[config.mk]
export PLATFORM = sky130hd
export DESIGN_NAME = alu_ctrl_seq
export DESIGN_NICKNAME = d
export VERILOG_FILES = /design/src/rtl/alu_ctrl_seq.sv
export SDC_FILE = /design/constraint.sdc
export NUM_CORES = 1
export LEC_CHECK = 0
export ABC_CLOCK_PERIOD_IN_PS = 4100
export BUFFER_PORTS_ARGS = -buffer_cell sky130_fd_sc_hd__buf_4
export CORE_UTILIZATION = 40
export DETAILED_ROUTE_END_ITERATION = 8
export PLACE_DENSITY = 0.64
export SETUP_SLACK_MARGIN = 0.15
export SYNTH_ARGS = -nofsm -noshare
export SYNTH_HDL_FRONTEND = slang
export SYNTH_SLANG_ARGS = --single-unit
[constraint.sdc]
create_clock -name clk -period 4.1 [get_ports clk]
set_clock_uncertainty 0.15 [all_clocks]
set_input_delay 0.615 -clock clk [delete_from_list [all_inputs] [get_ports clk]]
set_output_delay 0.615 -clock clk [all_outputs]
set_load 0.005 [all_outputs]
[src/rtl/alu_ctrl_seq.sv]
// Control sequencer for an ALU with a multi-cycle multiply/divide unit.
// Single-cycle ops decode in EXEC; mult/div hold their strobe for a fixed count, then pulse StoreMD.
module alu_ctrl_seq #(
    parameter int CTRL_W      = 5,
    parameter int MULT_CYCLES = 32,
    parameter int DIV_CYCLES  = 32,
    parameter int CNT_W       = 6
) (
    input  logic              clk,
    input  logic              reset_n,
    input  logic              req,
    input  logic [CTRL_W-1:0] controlType,
    input  logic              div_zero,
    output logic [1:0]        condType,
    output logic              divOp,
    output logic              multOp,
    output logic [2:0]        ALUOp,
    output logic              orOp,
    output logic              overflowOp,
    output logic [2:0]        SrcOut,
    output logic [1:0]        StoreMD,
    output logic              ALUOutSave,
    output logic              busy,
    output logic              done,
    output logic              illegal,
    output logic              err
);

    typedef enum logic [1:0] {IDLE, EXEC, MD_RUN, MD_DONE} state_t;

    typedef struct packed {
        logic [1:0] cond_type;
        logic       div_op;
        logic       mult_op;
        logic [2:0] alu_op;
        logic       or_op;
        logic       overflow_op;
        logic [2:0] src_out;
        logic [1:0] store_md;
        logic       alu_out_save;
    } ctrl_t;

    localparam logic [CTRL_W-1:0] CODE_DIV  = CTRL_W'(9);
    localparam logic [CTRL_W-1:0] CODE_MULT = CTRL_W'(10);

    state_t           state;
    ctrl_t            ctrl;
    logic [CNT_W-1:0] cnt;
    logic             is_div;

    function automatic ctrl_t decode(input logic [CTRL_W-1:0] code);
        ctrl_t c;
        c = '0;
        if (code < CTRL_W'(8)) begin
            c.alu_op       = code[2:0];
            c.src_out      = (code == CTRL_W'(7)) ? 3'b010 : 3'b011;
            c.alu_out_save = 1'b1;
            c.overflow_op  = (code == CTRL_W'(1)) || (code == CTRL_W'(2)) || (code == CTRL_W'(4));
        end else begin
            case (code)
                CTRL_W'(8):  begin c.or_op = 1'b1; c.src_out = 3'b100; c.alu_out_save = 1'b1; end
                CTRL_W'(11): begin c.alu_op = 3'b001; c.src_out = 3'b011; c.alu_out_save = 1'b1; end
                CTRL_W'(12): begin c.src_out = 3'b001; c.alu_out_save = 1'b1; end
                CTRL_W'(13): begin c.src_out = 3'b000; c.alu_out_save = 1'b1; end
                CTRL_W'(14): c.cond_type = 2'b00;
                CTRL_W'(15): c.cond_type = 2'b01;
                CTRL_W'(16): c.cond_type = 2'b10;
                CTRL_W'(17): c.cond_type = 2'b11;
                CTRL_W'(18): begin c.src_out = 3'b110; c.alu_out_save = 1'b1; end
                default:     c = '0;
            endcase
        end
        return c;
    endfunction

    function automatic logic is_illegal(input logic [CTRL_W-1:0] code);
        return code > CTRL_W'(18);
    endfunction

    always_ff @(posedge clk or negedge reset_n) begin
        if (!reset_n) begin
            state   <= IDLE;
            ctrl    <= '0;
            cnt     <= '0;
            is_div  <= 1'b0;
            busy    <= 1'b0;
            done    <= 1'b0;
            illegal <= 1'b0;
            err     <= 1'b0;
        end else begin
            done    <= 1'b0;
            illegal <= 1'b0;
            err     <= 1'b0;
            case (state)
                IDLE: begin
                    ctrl <= '0;
                    busy <= 1'b0;
                    if (req) begin
                        busy <= 1'b1;
                        if (controlType == CODE_MULT) begin
                            state        <= MD_RUN;
                            cnt          <= CNT_W'(MULT_CYCLES - 1);
                            is_div       <= 1'b0;
                            ctrl.mult_op <= 1'b1;
                        end else if (controlType == CODE_DIV) begin
                            state       <= MD_RUN;
                            cnt         <= CNT_W'(DIV_CYCLES - 1);
                            is_div      <= 1'b1;
                            ctrl.div_op <= 1'b1;
                        end else begin
                            state   <= EXEC;
                            ctrl    <= decode(controlType);
                            done    <= 1'b1;
                            illegal <= is_illegal(controlType);
                        end
                    end
                end
                EXEC, MD_DONE: begin
                    state <= IDLE;
                    ctrl  <= '0;
                    busy  <= 1'b0;
                end
                MD_RUN: begin
                    // A zero divisor aborts immediately, taking priority over normal completion.
                    if (is_div && div_zero) begin
                        state <= IDLE;
                        ctrl  <= '0;
                        busy  <= 1'b0;
                        err   <= 1'b1;
                    end else if (cnt == '0) begin
                        state         <= MD_DONE;
                        ctrl          <= '0;
                        ctrl.store_md <= is_div ? 2'b01 : 2'b10;
                        done          <= 1'b1;
                    end else begin
                        cnt <= cnt - 1'b1;
                    end
                end
                default: begin
                    state <= IDLE;
                    ctrl  <= '0;
                    busy  <= 1'b0;
                end
            endcase
        end
    end

    assign condType   = ctrl.cond_type;
    assign divOp      = ctrl.div_op;
    assign multOp     = ctrl.mult_op;
    assign ALUOp      = ctrl.alu_op;
    assign orOp       = ctrl.or_op;
    assign overflowOp = ctrl.overflow_op;
    assign SrcOut     = ctrl.src_out;
    assign StoreMD    = ctrl.store_md;
    assign ALUOutSave = ctrl.alu_out_save;

endmodule

* Yosys cells after proc, flatten, opt, wreduce, memory -nomap -nowiden
Cells that the tools add are included.
Word-level totals: memory bits (writable) 0, input bits 9, bits in latches 0, output and inout bits 19, flip-flop bits (word level) 28, word-level logic and storage cells 105, memory bits (read-only) 0, memories kept 0
Cells by class: reductions and logical operators 12, shift operators 0, $add $sub $neg 1, multiplexer cells 51, bitwise operators 0, $lt $le $gt $ge 2, multiply operators 0, equality and inequality tests 23, div/mod/pow operators 0
Operators with widths (number):
- 15-bit 2-to-1 mux | 3
- 15-bit one-hot mux with 3 select lines | 1
- 5-bit by 4-bit == test with 1-bit output (second input constant) | 7
- 6-bit 2-to-1 mux | 5
- 1-bit 2-to-1 mux | 23
- 5-bit == test (second input constant) | 3
- 2-bit 2-to-1 mux | 7
- 12-bit 2-to-1 mux | 1
- 2-bit one-hot mux with 3 select lines | 2
- 3-bit one-hot mux with 4 select lines | 1
- 6-bit one-hot mux with 2 select lines | 1
- 11-bit 2-to-1 mux | 1
- 5-bit by 3-bit == test with 1-bit output (second input constant) | 2
- 4-bit 2-to-1 mux | 2
- 2-bit != test (second input constant) | 4
- 6-bit logical NOT | 1
- 3-bit 2-to-1 mux | 2
- 3-bit != test (second input constant) | 2
- 6-bit by 1-bit subtractor with 6-bit output (second input constant) | 1
- 5-bit by 1-bit == test with 1-bit output (second input constant) | 1
- 5-bit by 2-bit == test with 1-bit output (second input constant) | 1
- 5-bit > comparator (second input constant) | 1
- 5-bit by 4-bit < comparator with 1-bit output (second input constant) | 1
- 5-bit AND reduction | 1
- other kinds (12) | 15

* Logic depth before layout (Yosys ltp)
Gate-level depths: netlist (run 1).
depth in word-level cells 8, gate-level depth with buffers 6, depth with buffers taken out 6

* Least setup slack after synthesis (run 1)
Ideal clock, no wire load.
path type input -> register, from input controlType[2], to register cnt[3], data required time 3.863 ns, setup time 0.087 ns, setup slack 2.231 ns, stages on the path 5, buffers on the path 1, arrival time 1.632 ns, cell sequence buf_6 -> nor3b_2 -> nand3_4 -> and2_4 -> a211oi_2
Between the ends: cells in the longest elaborated chain, start to end 4, elaborated cells on any way between the ends 7, classes of those cells eq/ne (3); mux (3); reduce/logical (1)
RTL lines:
- start: declaration | RTL line 12 | input logic [CTRL_W-1:0] controlType,
- 5-bit by 4-bit == test with 1-bit output | RTL line 100 | if (controlType == CODE_MULT) begin
- 6-bit 2-to-1 mux | RTL line 100
- 6-bit 2-to-1 mux | RTL line 98 | if (req) begin
- 6-bit one-hot mux with 2 select lines | RTL line 94 | case (state)
- end signal: assignment | RTL line 102 | cnt <= CNT_W'(MULT_CYCLES - 1);
- end signal: assignment | RTL line 107 | cnt <= CNT_W'(DIV_CYCLES - 1);
- end signal: assignment | RTL line 136 | cnt <= cnt - 1'b1;
- end: declaration | RTL line 48 | logic [CNT_W-1:0] cnt;
Several ways; a longest one is shown, not always the timed one. The select of a mux whose other input is x is not followed. A chain may end at the register's enable or synchronous reset.

* Final worst setup path (run 1)
from register state[0], to register cnt[1]
Between the ends: cells in the longest elaborated chain, start to end 3, elaborated cells on any way between the ends 9, classes of those cells eq/ne (5); mux (1); reduce/logical (3)
RTL lines:
- start: declaration | RTL line 46 | state_t state;
- start signal: assignment | RTL line 82 | state <= IDLE;
- start signal: assignment | RTL line 101 | state <= MD_RUN;
- start signal: assignment | RTL line 106 | state <= MD_RUN;
- 2-bit == test / 2-bit logical NOT (equally long branches) | RTL line 94
- 2-bit != test (no line), or another cell as far along
- 5-bit AND reduction (no line)
Several ways; a longest one is shown, not always the timed one.

==> results of run 1 <==
-- critical path, cell delays in order (launching register included) --
cell and delay [ps]:
dfrtp_1 470, nand2b_1 340, a311oi_4 670, a22oi_1 180
-- flip-flops by register name, summed over array words and instances, names as in the netlist, 2 cells and up --
name / count
SrcOut: 3
cnt: 6
ALUOp: 3
StoreMD: 2
state: 2
condType: 2
-- cell usage in the layout (no fill, tap or decap), types with 2 or more instances in the layout --
master and instances:
a21oi_1 8, a211oi_2 2, nor3_1 6, inv_1 8
nand3_1 5, o21ai_0 12, nor2b_1 3, a31oi_1 2
a22o_1 4, nand2_1 19, clkbuf_4 3, nor3b_2 2
buf_4 27, nand2b_1 2, nor2_1 11, ha_1 2
a32oi_1 2, mux2i_1 4, and3_1 2, dfrtp_1 28
-- worst max path at each step --
stage / start / endpoint / slack (ps) / cells after the start
4_1_cts: state[0]$_DFFE_PN0P_ / divOp$_DFFE_PN0P_ / 2160 / 4
5_1_grt: state[0]$_DFFE_PN0P_ / divOp$_DFFE_PN0P_ / 2000 / 4
2_1_floorplan: controlType[2] / cnt[3]$_DFFE_PN0P_ / 2230 / 5
6_report: state[0]$_DFFE_PN0P_ / cnt[1]$_DFFE_PN0P_ / 2160 / 3
3_5_place_dp: req / cnt[3]$_DFFE_PN0P_ / 2010 / 5
3_3_place_gp: div_zero / cnt[1]$_DFFE_PN0P_ / 2020 / 4
-- logic make-up (layout without fill, tap and decap cells) --
kind of cell | after synthesis | in the layout
simple gates | 59 | 59
compound gates | 39 | 39
flops | 28 | 28
buf+inv | 15 | 38
mux | 4 | 4
fa+ha+maj | 2 | 2
xor+xnor | 1 | 1
-- routing by layer --
layer / vias to the layer above / part of all wire / track usage
li1: 574 / - / -
met1: 562 / 0.45 / 0.202
met2: 30 / 0.51 / 0.270
met3: 4 / 0.038 / 0.0219
met4: 0 / 0.0092 / 0.0610
met5: - / 0 / 0
-- power breakdown --
group | switching (mW) | internal (mW) | leakage, nW
clock network | 0.0723 | 0.0344 | 0.0138
registers | 0.0377 | 0.309 | 0.361
logic | 0.0719 | 0.0568 | 0.438
-- through the flow --
| step | hold WS (ps) | area (sq um) |
|---|---|---|
| global route | 35.8 | 1700 |
| floorplan | 169 | 1470 |
| detailed placement | 323 | 1680 |
| global placement | 314 | 1680 |
| finish | 33.3 | 1700 |
| CTS | 36.3 | 1700 |
-- final cells by class --
cell class	instances	share of cell area
multi-input cells	105	0.405
flip-flops and latches	28	0.411
repair buffers	27	0.119
clock buffers	3	0.0132
well taps	46	0.0338
inverters	8	0.0176
==> impl_metrics.py, run 1 <==
metrics = {
    "synthesis": {
        "async_reset_ff_frac": 1.00,
        "synth_area_leader_cell": "dfrtp_1",
        "syn_nets": 159,
        "yosys_warnings": 0,
        "synth.distinct_cells": 40,
        "synth-simple-area-share": 0.220,
        "synth_enable_flop_cells": 0,
        "ys_seq_elements": 28,
        "syn_inst": 148,
        "synthTopCellsByArea": "dfrtp_1 (48%), nand2_1 (4.9%), o21ai_0 (4.1%), nor2_1 (2.8%), a21oi_1 (2.7%)",
        "synth_top_family_by_area": "simple AND/OR/NAND/NOR gates",
        "synth_compound_area_frac": 0.201,
        "ys_top_cells_by_count": "dfrtp_1 (28), nand2_1 (19), o21ai_0 (12)",
        "synth_most_common_cell": "dfrtp_1",
        "synthXorXnorAreaFrac": 0.00598,
        "synth_adder_area_share": 0.0171,
        "avgSynthCellArea_sq_um": 9.90,
        "ys_seq_area_frac": 0.478,
        "muxShareOfSynthArea": 0.0273,
        "synth_flop_cell": "dfrtp_1",
        "syn_area_sq_um": 1470,
        "synth_top_area_frac": 0.478,
    },
    "power": {
        "ir_drop_uv": 145,
        "powerDensity_nw_per_um2": 341,
        "leakagePower_nw": 0.812,
        "power_mw": 0.582,
    },
    "clock_network": {
        "cts_buffers": 3,
        "ctsResizeCount": 0,
        "clock_path_buffers": 2,
        "ctsHoldBuffers": 0,
        "clkSlewWorstSetupHoldPaths_ps": 130,
        "cts.sinks": 28,
        "root_buffer": "clkbuf_4",
        "cts_tree": "done",
        "cts_setup_buffers": 0,
        "cts_max_level": 1,
        "clk-insertion-delay-late_ps": 310,
    },
    "global_routing": {
        "grt_pass1_wl_microns": 4900,
        "antenna_found_initial": 0,
        "grt_pass1_vias": 1091,
        "grt_max_degree": 29,
        "grt.total_usage": 0.158,
        "overflow": 0,
    },
    "timing": {
        "grt_setup_unrepaired": "false",
        "period_share": 0.474,
        "slew_viol_final": 0,
        "timing.fmax_mhz": 515,
        "relSlewSlack": 0.526,
        "period_needed_ps": 1940,
        "setup_tns_ps": 0,
        "tightest_slew_ps": 710,
        "hold_viol_final": 0,
        "fin_ws_ps": 2160,
        "setup_viol": 0,
    },
    "setup_path": {
        "end_kind": "flip-flop",
        "worst_setup_path_start_kind": "flip-flop",
        "setup.worst_path.class": "flip-flop to flip-flop",
        "cp.required_ps": 4130,
        "r2r_end": "cnt[1]$_DFFE_PN0P_",
        "r2r_cells": 3,
        "r2r_setup_slack_ps": 2160,
        "cp.arrival_ps": 1970,
        "r2r-start": "state[0]$_DFFE_PN0P_",
        "crit_fanout": 15,
    },
    "route": {
        "num_vias": 1170,
        "firstDrtPassIters": 4,
        "vias_per_cell": 5.39,
        "finalWirelength_microns": 2950,
        "antenna_left": 0,
        "wire_per_inst_microns": 13.6,
        "drtIter0Drc": 50,
        "drc": 0,
    },
    "final_layout": {
        "seqCellArea_sq_um": 701,
        "area_growth_pct": 16.3,
        "final_nets": 184,
        "drive_gt1_frac": 0.240,
        "fin_util": 0.499,
        "antenna_cells": 0,
        "fill_cells": 331,
        "fin_cells": 217,
        "multiInputGateArea_sq_um": 691,
    },
    "floorplanning": {
        "die_h_microns": 62.5,
        "ios": 28,
        "num_rows": 21,
        "design.core.area_sq_um": 3420,
        "fp.dieW_microns": 62.5,
        "initial_core_util": 0.429,
        "fp.dieArea_sq_um": 3910,
    },
    "hold_path": {
        "min-delay-path-class": "input pin to async pin",
    },
    "job": {
        "maxCapViolations": 0,
    },
    "place": {
        "portBuffers": 27,
        "place_inst": 214,
        "dp_hpwl_microns": 2110,
        "gp_congestion": 0.836,
        "pre_cts_slack_ps": 2010,
    },
    "run_status": {
        "status": "finished, final reports clean",
    },
}
No activity file was read; power rests on OpenSTA's default activity.
==> inputs of run 2 (changes only) <==
--- a/config.mk
+++ b/config.mk
@@ -5,11 +5,11 @@
 export SDC_FILE = /design/constraint.sdc
 export NUM_CORES = 1
 export LEC_CHECK = 0
-export ABC_CLOCK_PERIOD_IN_PS = 4100
+export ABC_CLOCK_PERIOD_IN_PS = 1630
 export BUFFER_PORTS_ARGS = -buffer_cell sky130_fd_sc_hd__buf_4
 export CORE_UTILIZATION = 40
 export DETAILED_ROUTE_END_ITERATION = 8
-export PLACE_DENSITY = 0.64
+export PLACE_DENSITY = 0.66
 export SETUP_SLACK_MARGIN = 0.15
 export SYNTH_ARGS = -nofsm -noshare
 export SYNTH_HDL_FRONTEND = slang
==> constraint.sdc (replaced) <==
create_clock -name clk -period 1.63 [get_ports clk]
set_clock_uncertainty 0.15 [all_clocks]
set_input_delay 0.2445 -clock clk [delete_from_list [all_inputs] [get_ports clk]]
set_output_delay 0.2445 -clock clk [all_outputs]
set_load 0.005 [all_outputs]
==> run 2 against run 1 <==
  * Die area unchanged
  * Count of clock-buffer cells in the layout unchanged
  * Sequential power up 150%
  * Largest cell class is now multi-input combinational cells
  * Sequential share of layout area down 7.8 points
  * Highest routed layer unchanged
  * Wire length up 22%
  * Via count up 14%
  * Flip-flop and latch count unchanged
  * Critical path depth up 2
==> impl_metrics.py, run 2 (synthesis results as in run 1) <==
metrics = {
    "timing": {
        "timing.fmax_mhz": 614,
        "relSlewSlack": 0.758,
        "period_needed_ps": 1630,
        "tightest_slew_ps": 360,
        "timing.hold.ws_ps": 53.3,
        "fin_ws_ps": 2.62,
        "grt_setup_unrepaired": "true",
        "setup_viol": 0,
        "period_share": 0.998,
        "hold_viol_final": 0,
        "slew_viol_final": 0,
        "setup_tns_ps": 0,
    },
    "clock_network": {
        "clk-insertion-delay-late_ps": 320,
        "cts_buffers": 3,
        "cts.sinks": 28,
        "clkSlewWorstSetupHoldPaths_ps": 150,
        "cts_max_level": 1,
        "cts_tree": "done",
        "root_buffer": "clkbuf_4",
        "clock_path_buffers": 2,
    },
    "route": {
        "firstDrtPassIters": 4,
        "wire_per_inst_microns": 14.3,
        "antenna_left": 0,
        "vias_per_cell": 5.27,
        "num_vias": 1329,
        "drc": 0,
        "finalWirelength_microns": 3600,
        "drtIter0Drc": 52,
    },
    "setup_path": {
        "crit_fanout": 7,
        "r2r_cells": 5,
        "cpMaxStageDelayCell": "dfrtp_2",
        "path_cells": "nor3_4 -> a311oi_4 -> buf_4 -> buf_16 -> a22o_1",
        "r2r_setup_slack_ps": 3,
        "r2r_end": "ALUOp[1]$_DFFE_PN0P_",
        "worst-path-buf-inv": 2,
        "cp.required_ps": 1710,
        "worst_path_largest_cell_delay_ps": 460,
        "setup.worst_path.class": "flip-flop to flip-flop",
        "worst_setup_path_start_kind": "flip-flop",
        "end_kind": "flip-flop",
        "cp.arrival_ps": 1710,
        "critPathTopFamily": "flip-flops",
        "r2r-start": "cnt[4]$_DFFE_PN0P_",
    },
    "final_layout": {
        "drive_gt1_frac": 0.432,
        "final_cell_mix": "buf_4 (52), dfrtp_1 (26), nand2_1 (18), nor2_1 (11), o21ai_1 (8)",
        "fin_util": 0.618,
        "postLayoutCellArea_sq_um": 2110,
        "antenna_cells": 0,
        "area_growth_pct": 44.0,
        "final_nets": 218,
        "fin_cells": 252,
        "largest_register_ffs": 6,
        "top_register": "cnt",
        "final_common_cell": "buf_4",
    },
    "hold_path": {
        "min-delay-path-class": "input pin to flip-flop",
        "hold_depth": 3,
        "hp-start": "div_zero",
        "hold_path_end": "StoreMD[1]$_DFFE_PN0P_",
    },
    "place": {
        "portBuffers": 27,
        "place_inst": 230,
        "gp_congestion": 0.808,
        "pre_cts_slack_ps": -20.3,
        "dp_hpwl_microns": 2420,
        "place_area_sq_um": 1820,
    },
    "floorplanning": {
        "initial_core_util": 0.429,
        "fp.dieW_microns": 62.5,
        "fp.dieArea_sq_um": 3910,
        "num_rows": 21,
        "die_h_microns": 62.5,
        "ios": 28,
        "design.core.area_sq_um": 3420,
    },
    "global_routing": {
        "overflow": 0,
        "grt.total_usage": 0.198,
        "grt_pass1_wl_microns": 6070,
        "grt_pass1_vias": 1275,
        "antenna_found_initial": 0,
        "grt_max_degree": 29,
    },
    "job": {
        "maxCapViolations": 0,
    },
    "power": {
        "power_mw": 1.91,
        "powerDensity_nw_per_um2": 904,
        "leakagePower_nw": 1.00,
        "ir_drop_uv": 332,
    },
    "run_status": {
        "status": "finished, final reports clean",
    },
}
## run 2: cell count changes in the layout (fill, tap and decap cells not counted), moves of 2 or more
cell           change
buf_4             +25
o21ai_0            -9
o21ai_1            +8
buf_6              +5
a21oi_1            -2
a21oi_2            +2
dfrtp_1            -2
dfrtp_2            +2
dlygate4sd3_1      +2
inv_1              -2
inv_2              +2
## run 2: tightest hold or removal path, delay by kind of cell
family                 cells  cell delay [ps]
buffers and inverters      1               90
AO/OA/AOI/OAI              2              170
## run 2: timing repair
action                                 4_1_cts  5_1_grt
setup buffers                               10        5
pin swaps                                   14        3
endpoints found under the hold margin       29        0
hold buffers                                 2        0
setup endpoints to repair                   24       24
gates cloned                                 1        0
gates resized for setup                     19        4
## run 2: routing by layer
metal,part of all wire,track usage,vias up
met1,0.44,0.257,656
met4,0.0042,0.0610,0
li1,-,-,642
met2,0.52,0.344,29
met3,0.039,0.0201,2
met5,0,0,-
## run 2: where the power goes
group | internal [mW] | total (mW) | switching (mW)
clock | 0.249 | 0.449 | 0.201
combinational | 0.324 | 0.607 | 0.283
sequential | 0.779 | 0.851 | 0.0720
## run 2: how the worst max path moves through the flow
| stage | from | end | slack (ps) | cells after the start |
|---|---|---|---|---|
| after global placement | cnt[1]$_DFFE_PN0P_ | cnt[3]$_DFFE_PN0P_ | 30 | 5 |
| final | cnt[4]$_DFFE_PN0P_ | ALUOp[1]$_DFFE_PN0P_ | 3 | 5 |
| after detailed placement | cnt[1]$_DFFE_PN0P_ | cnt[4]$_DFFE_PN0P_ | -20 | 5 |
| after global routing | cnt[0]$_DFFE_PN0P_ | cnt[4]$_DFFE_PN0P_ | -90 | 7 |
| after CTS | cnt[2]$_DFFE_PN0P_ | ALUOp[1]$_DFFE_PN0P_ | 30 | 5 |
| after floorplan | state[1]$_DFFE_PN0P_ | cnt[3]$_DFFE_PN0P_ | 6 | 4 |
## run 2: cell type report
type	count	area, sq um
Clock inverter	1	30.0
Timing Repair Buffer	61	514
Multi-Input combinational cell	105	752
Sequential cell	28	703
Fill cell	316	1310
Inverter	8	30.0
Clock buffer	3	22.5
Tap cell	46	57.6
==> inputs of run 3 (changes only) <==
--- a/config.mk
+++ b/config.mk
@@ -5,11 +5,12 @@
 export SDC_FILE = /design/constraint.sdc
 export NUM_CORES = 1
 export LEC_CHECK = 0
+export ABC_AREA = 1
 export ABC_CLOCK_PERIOD_IN_PS = 1630
 export BUFFER_PORTS_ARGS = -buffer_cell sky130_fd_sc_hd__buf_4
 export CORE_UTILIZATION = 40
 export DETAILED_ROUTE_END_ITERATION = 8
-export PLACE_DENSITY = 0.66
+export PLACE_DENSITY = 0.67
 export SETUP_SLACK_MARGIN = 0.15
 export SYNTH_ARGS = -nofsm -noshare
 export SYNTH_HDL_FRONTEND = slang
==> run 3 against run 2 <==
  * Register-to-register slack gained 190 ps
  * Synthesized area grew 1.3%
  * Die area grew 1.3%
  * First-iteration DRC count grew 75%
  * Critical path depth grew 3
  * Total power shrank 13%
  * Non-clock buffer count shrank 30
  * Critical path type unchanged
==> impl_metrics.py, run 3 <==
metrics = {
    "run_status": {
        "status": "finished, final reports clean",
    },
    "route": {
        "drc": 0,
        "vias_per_cell": 4.77,
        "antenna_left": 0,
        "finalWirelength_microns": 3180,
        "wire_per_inst_microns": 11.6,
        "firstDrtPassIters": 4,
        "num_vias": 1307,
        "drtIter0Drc": 91,
    },
    "place": {
        "gp_congestion": 0.870,
        "place_area_sq_um": 1730,
        "portBuffers": 27,
        "dp_hpwl_microns": 2270,
    },
    "synthesis": {
        "syn_inst": 194,
        "synth_most_common_cell": "nand2_1",
        "syn_nets": 205,
        "syn_area_sq_um": 1480,
        "synthTopCellsByArea": "dfrtp_1 (47%), nand2_1 (19%), nand3_1 (6.4%), nor2_1 (4.8%), inv_1 (4.6%)",
        "synth_flop_cell": "dfrtp_1",
        "synth.distinct_cells": 25,
        "async_reset_ff_frac": 1.00,
        "synth_top_area_frac": 0.472,
        "synth_compound_area_frac": 0.0481,
        "synth_top_family_by_area": "simple AND/OR/NAND/NOR gates",
        "synthXorXnorAreaFrac": 0,
        "synth-simple-area-share": 0.395,
        "synth_enable_flop_cells": 0,
        "yosys_warnings": 0,
        "synth_area_leader_cell": "dfrtp_1",
        "ys_top_cells_by_count": "nand2_1 (74), dfrtp_1 (28), nand3_1 (19), nor2_1 (19), inv_1 (18)",
        "ys_seq_area_frac": 0.472,
        "muxShareOfSynthArea": 0,
        "avgSynthCellArea_sq_um": 7.65,
        "synth_adder_area_share": 0.0169,
        "ys_seq_elements": 28,
    },
    "floorplanning": {
        "die_h_microns": 62.9,
        "ios": 28,
        "fp.dieArea_sq_um": 3960,
        "fp.dieW_microns": 62.9,
        "design.core.area_sq_um": 3440,
        "initial_core_util": 0.431,
        "num_rows": 21,
    },
    "timing": {
        "period_share": 0.882,
        "tightest_slew_ps": 355,
        "slew_viol_final": 0,
        "setup_viol": 0,
        "timing.hold.ws_ps": 66.7,
        "setup_tns_ps": 0,
        "period_needed_ps": 1440,
        "relSlewSlack": 0.763,
        "hold_viol_final": 0,
        "timing.fmax_mhz": 696,
        "grt_setup_unrepaired": "true",
    },
    "setup_path": {
        "worst_setup_path_start_kind": "flip-flop",
        "cp.arrival_ps": 1470,
        "cp.required_ps": 1660,
        "cpMaxStageDelayCell": "dfrtp_1",
        "end_kind": "flip-flop",
        "crit_fanout": 9,
        "setup.worst_path.class": "flip-flop to flip-flop",
        "path_cells": "nor2_4 -> nand2_4 -> nand2_1 -> nand2_2 -> inv_2 -> nand2_4 -> nand2_1 -> nand2_1",
        "worst_path_most_repeated_cell": "nand2_1",
        "worst_path_largest_cell_delay_ps": 450,
    },
    "final_layout": {
        "area_growth_pct": 24.1,
        "seqCellArea_sq_um": 701,
        "drive_gt1_frac": 0.228,
        "fill_cells": 332,
        "final_cell_mix": "nand2_1 (73), buf_4 (29), dfrtp_1 (28), nor2_1 (18), nand3_1 (18)",
        "final_nets": 240,
        "postLayoutCellArea_sq_um": 1840,
        "multiInputGateArea_sq_um": 706,
        "largest_register_ffs": 6,
        "antenna_cells": 0,
        "final_common_cell": "nand2_1",
        "top_register": "cnt",
    },
    "global_routing": {
        "grt_pass1_vias": 1252,
        "grt_max_degree": 29,
        "grt_pass1_wl_microns": 5380,
        "antenna_found_initial": 0,
        "grt.total_usage": 0.173,
        "overflow": 0,
    },
    "hold_path": {
        "min-delay-path-class": "input pin to flip-flop",
    },
    "power": {
        "leakagePower_nw": 1.01,
        "powerDensity_nw_per_um2": 902,
        "ir_drop_uv": 461,
        "power_mw": 1.66,
    },
    "clock_network": {
        "root_buffer": "clkbuf_8",
        "cts_tree": "done",
        "cts_max_level": 1,
        "clkSlewWorstSetupHoldPaths_ps": 100,
        "clock_path_buffers": 2,
        "cts_buffers": 3,
        "clk-insertion-delay-late_ps": 280,
        "cts.sinks": 28,
    },
    "job": {
        "maxCapViolations": 0,
    },
}
-- run 3: path summary, 6_finish.rpt --
| path | from | end | slack (ps) | cells after the start |
|---|---|---|---|---|
| setup / recovery | state[0]$_DFFE_PN0P_ | cnt[4]$_DFFE_PN0P_ | 190 | 8 |
| hold / removal | controlType[4] | illegal$_DFF_PN0_ | 70 | 3 |
| setup reg to reg | state[0]$_DFFE_PN0P_ | cnt[4]$_DFFE_PN0P_ | 190 | 8 |
| hold reg to reg | busy$_DFFE_PN0N_ | busy$_DFFE_PN0N_ | 340 | 2 |
| max in group asynchronous | reset_n | ALUOutSave$_DFFE_PN0P_ | 810 | 2 |
| min in group asynchronous | reset_n | StoreMD[1]$_DFFE_PN0P_ | 260 | 2 |
-- run 3: worst max-delay path: cells and delay by family (launching register included) --
family                 cells  cell delay (ps)
buffers and inverters      1              110
AND/OR/NAND/NOR            7              640
flip-flops                 1              450
-- run 3: repair_timing --
item / CTS / global route
hold buffers: 2 / 0
setup buffers: 0 / 2
gates resized for setup: 2 / 5
hold endpoints to repair: 29 / 0
cloned: 0 / 0
pin swaps: 0 / 3
setup endpoints to repair: 8 / 22
-- run 3: cell type report --
type,count,area share
Sequential cell,28,0.380
Timing Repair Buffer,31,0.129
Tap cell,46,0.0312
Clock buffer,4,0.0299
Multi-Input combinational cell,143,0.383
Inverter,22,0.0462
-- run 3: routing by layer --
layer	global-route usage	wire, microns	vias up
li1	-	-	681
met5	0	0	-
met2	0.297	1490	37
met1	0.209	1500	585
met4	0.0552	28	0
met3	0.0438	153	4
-- run 3: metrics by stage --
stage / worst slack, ps / instances / utilization
floorplan: 236 / 194 / -
global placement: 129 / 266 / 0.502
detailed placement: 111 / 266 / 0.502
CTS: 154 / 272 / 0.527
global route: 98.0 / 274 / 0.535
finish: 193 / 274 / 0.535
-- run 3: report_power, final --
part	internal (mW)	total [mW]	switching, mW	leakage, nW
clock network	0.217	0.442	0.225	0.0288
logic	0.149	0.391	0.242	0.612
registers	0.762	0.828	0.0658	0.368
total	1.13	1.66	0.533	1.01
-- run 3: cells by family (layout without fill, tap and decap cells) --
group / Yosys count / after routing
AND/OR/NAND/NOR: 130 / 130
flip-flops: 28 / 28
buffers and inverters: 23 / 57
AO/OA/AOI/OAI: 11 / 11
adder cells (fa/ha/maj): 2 / 2
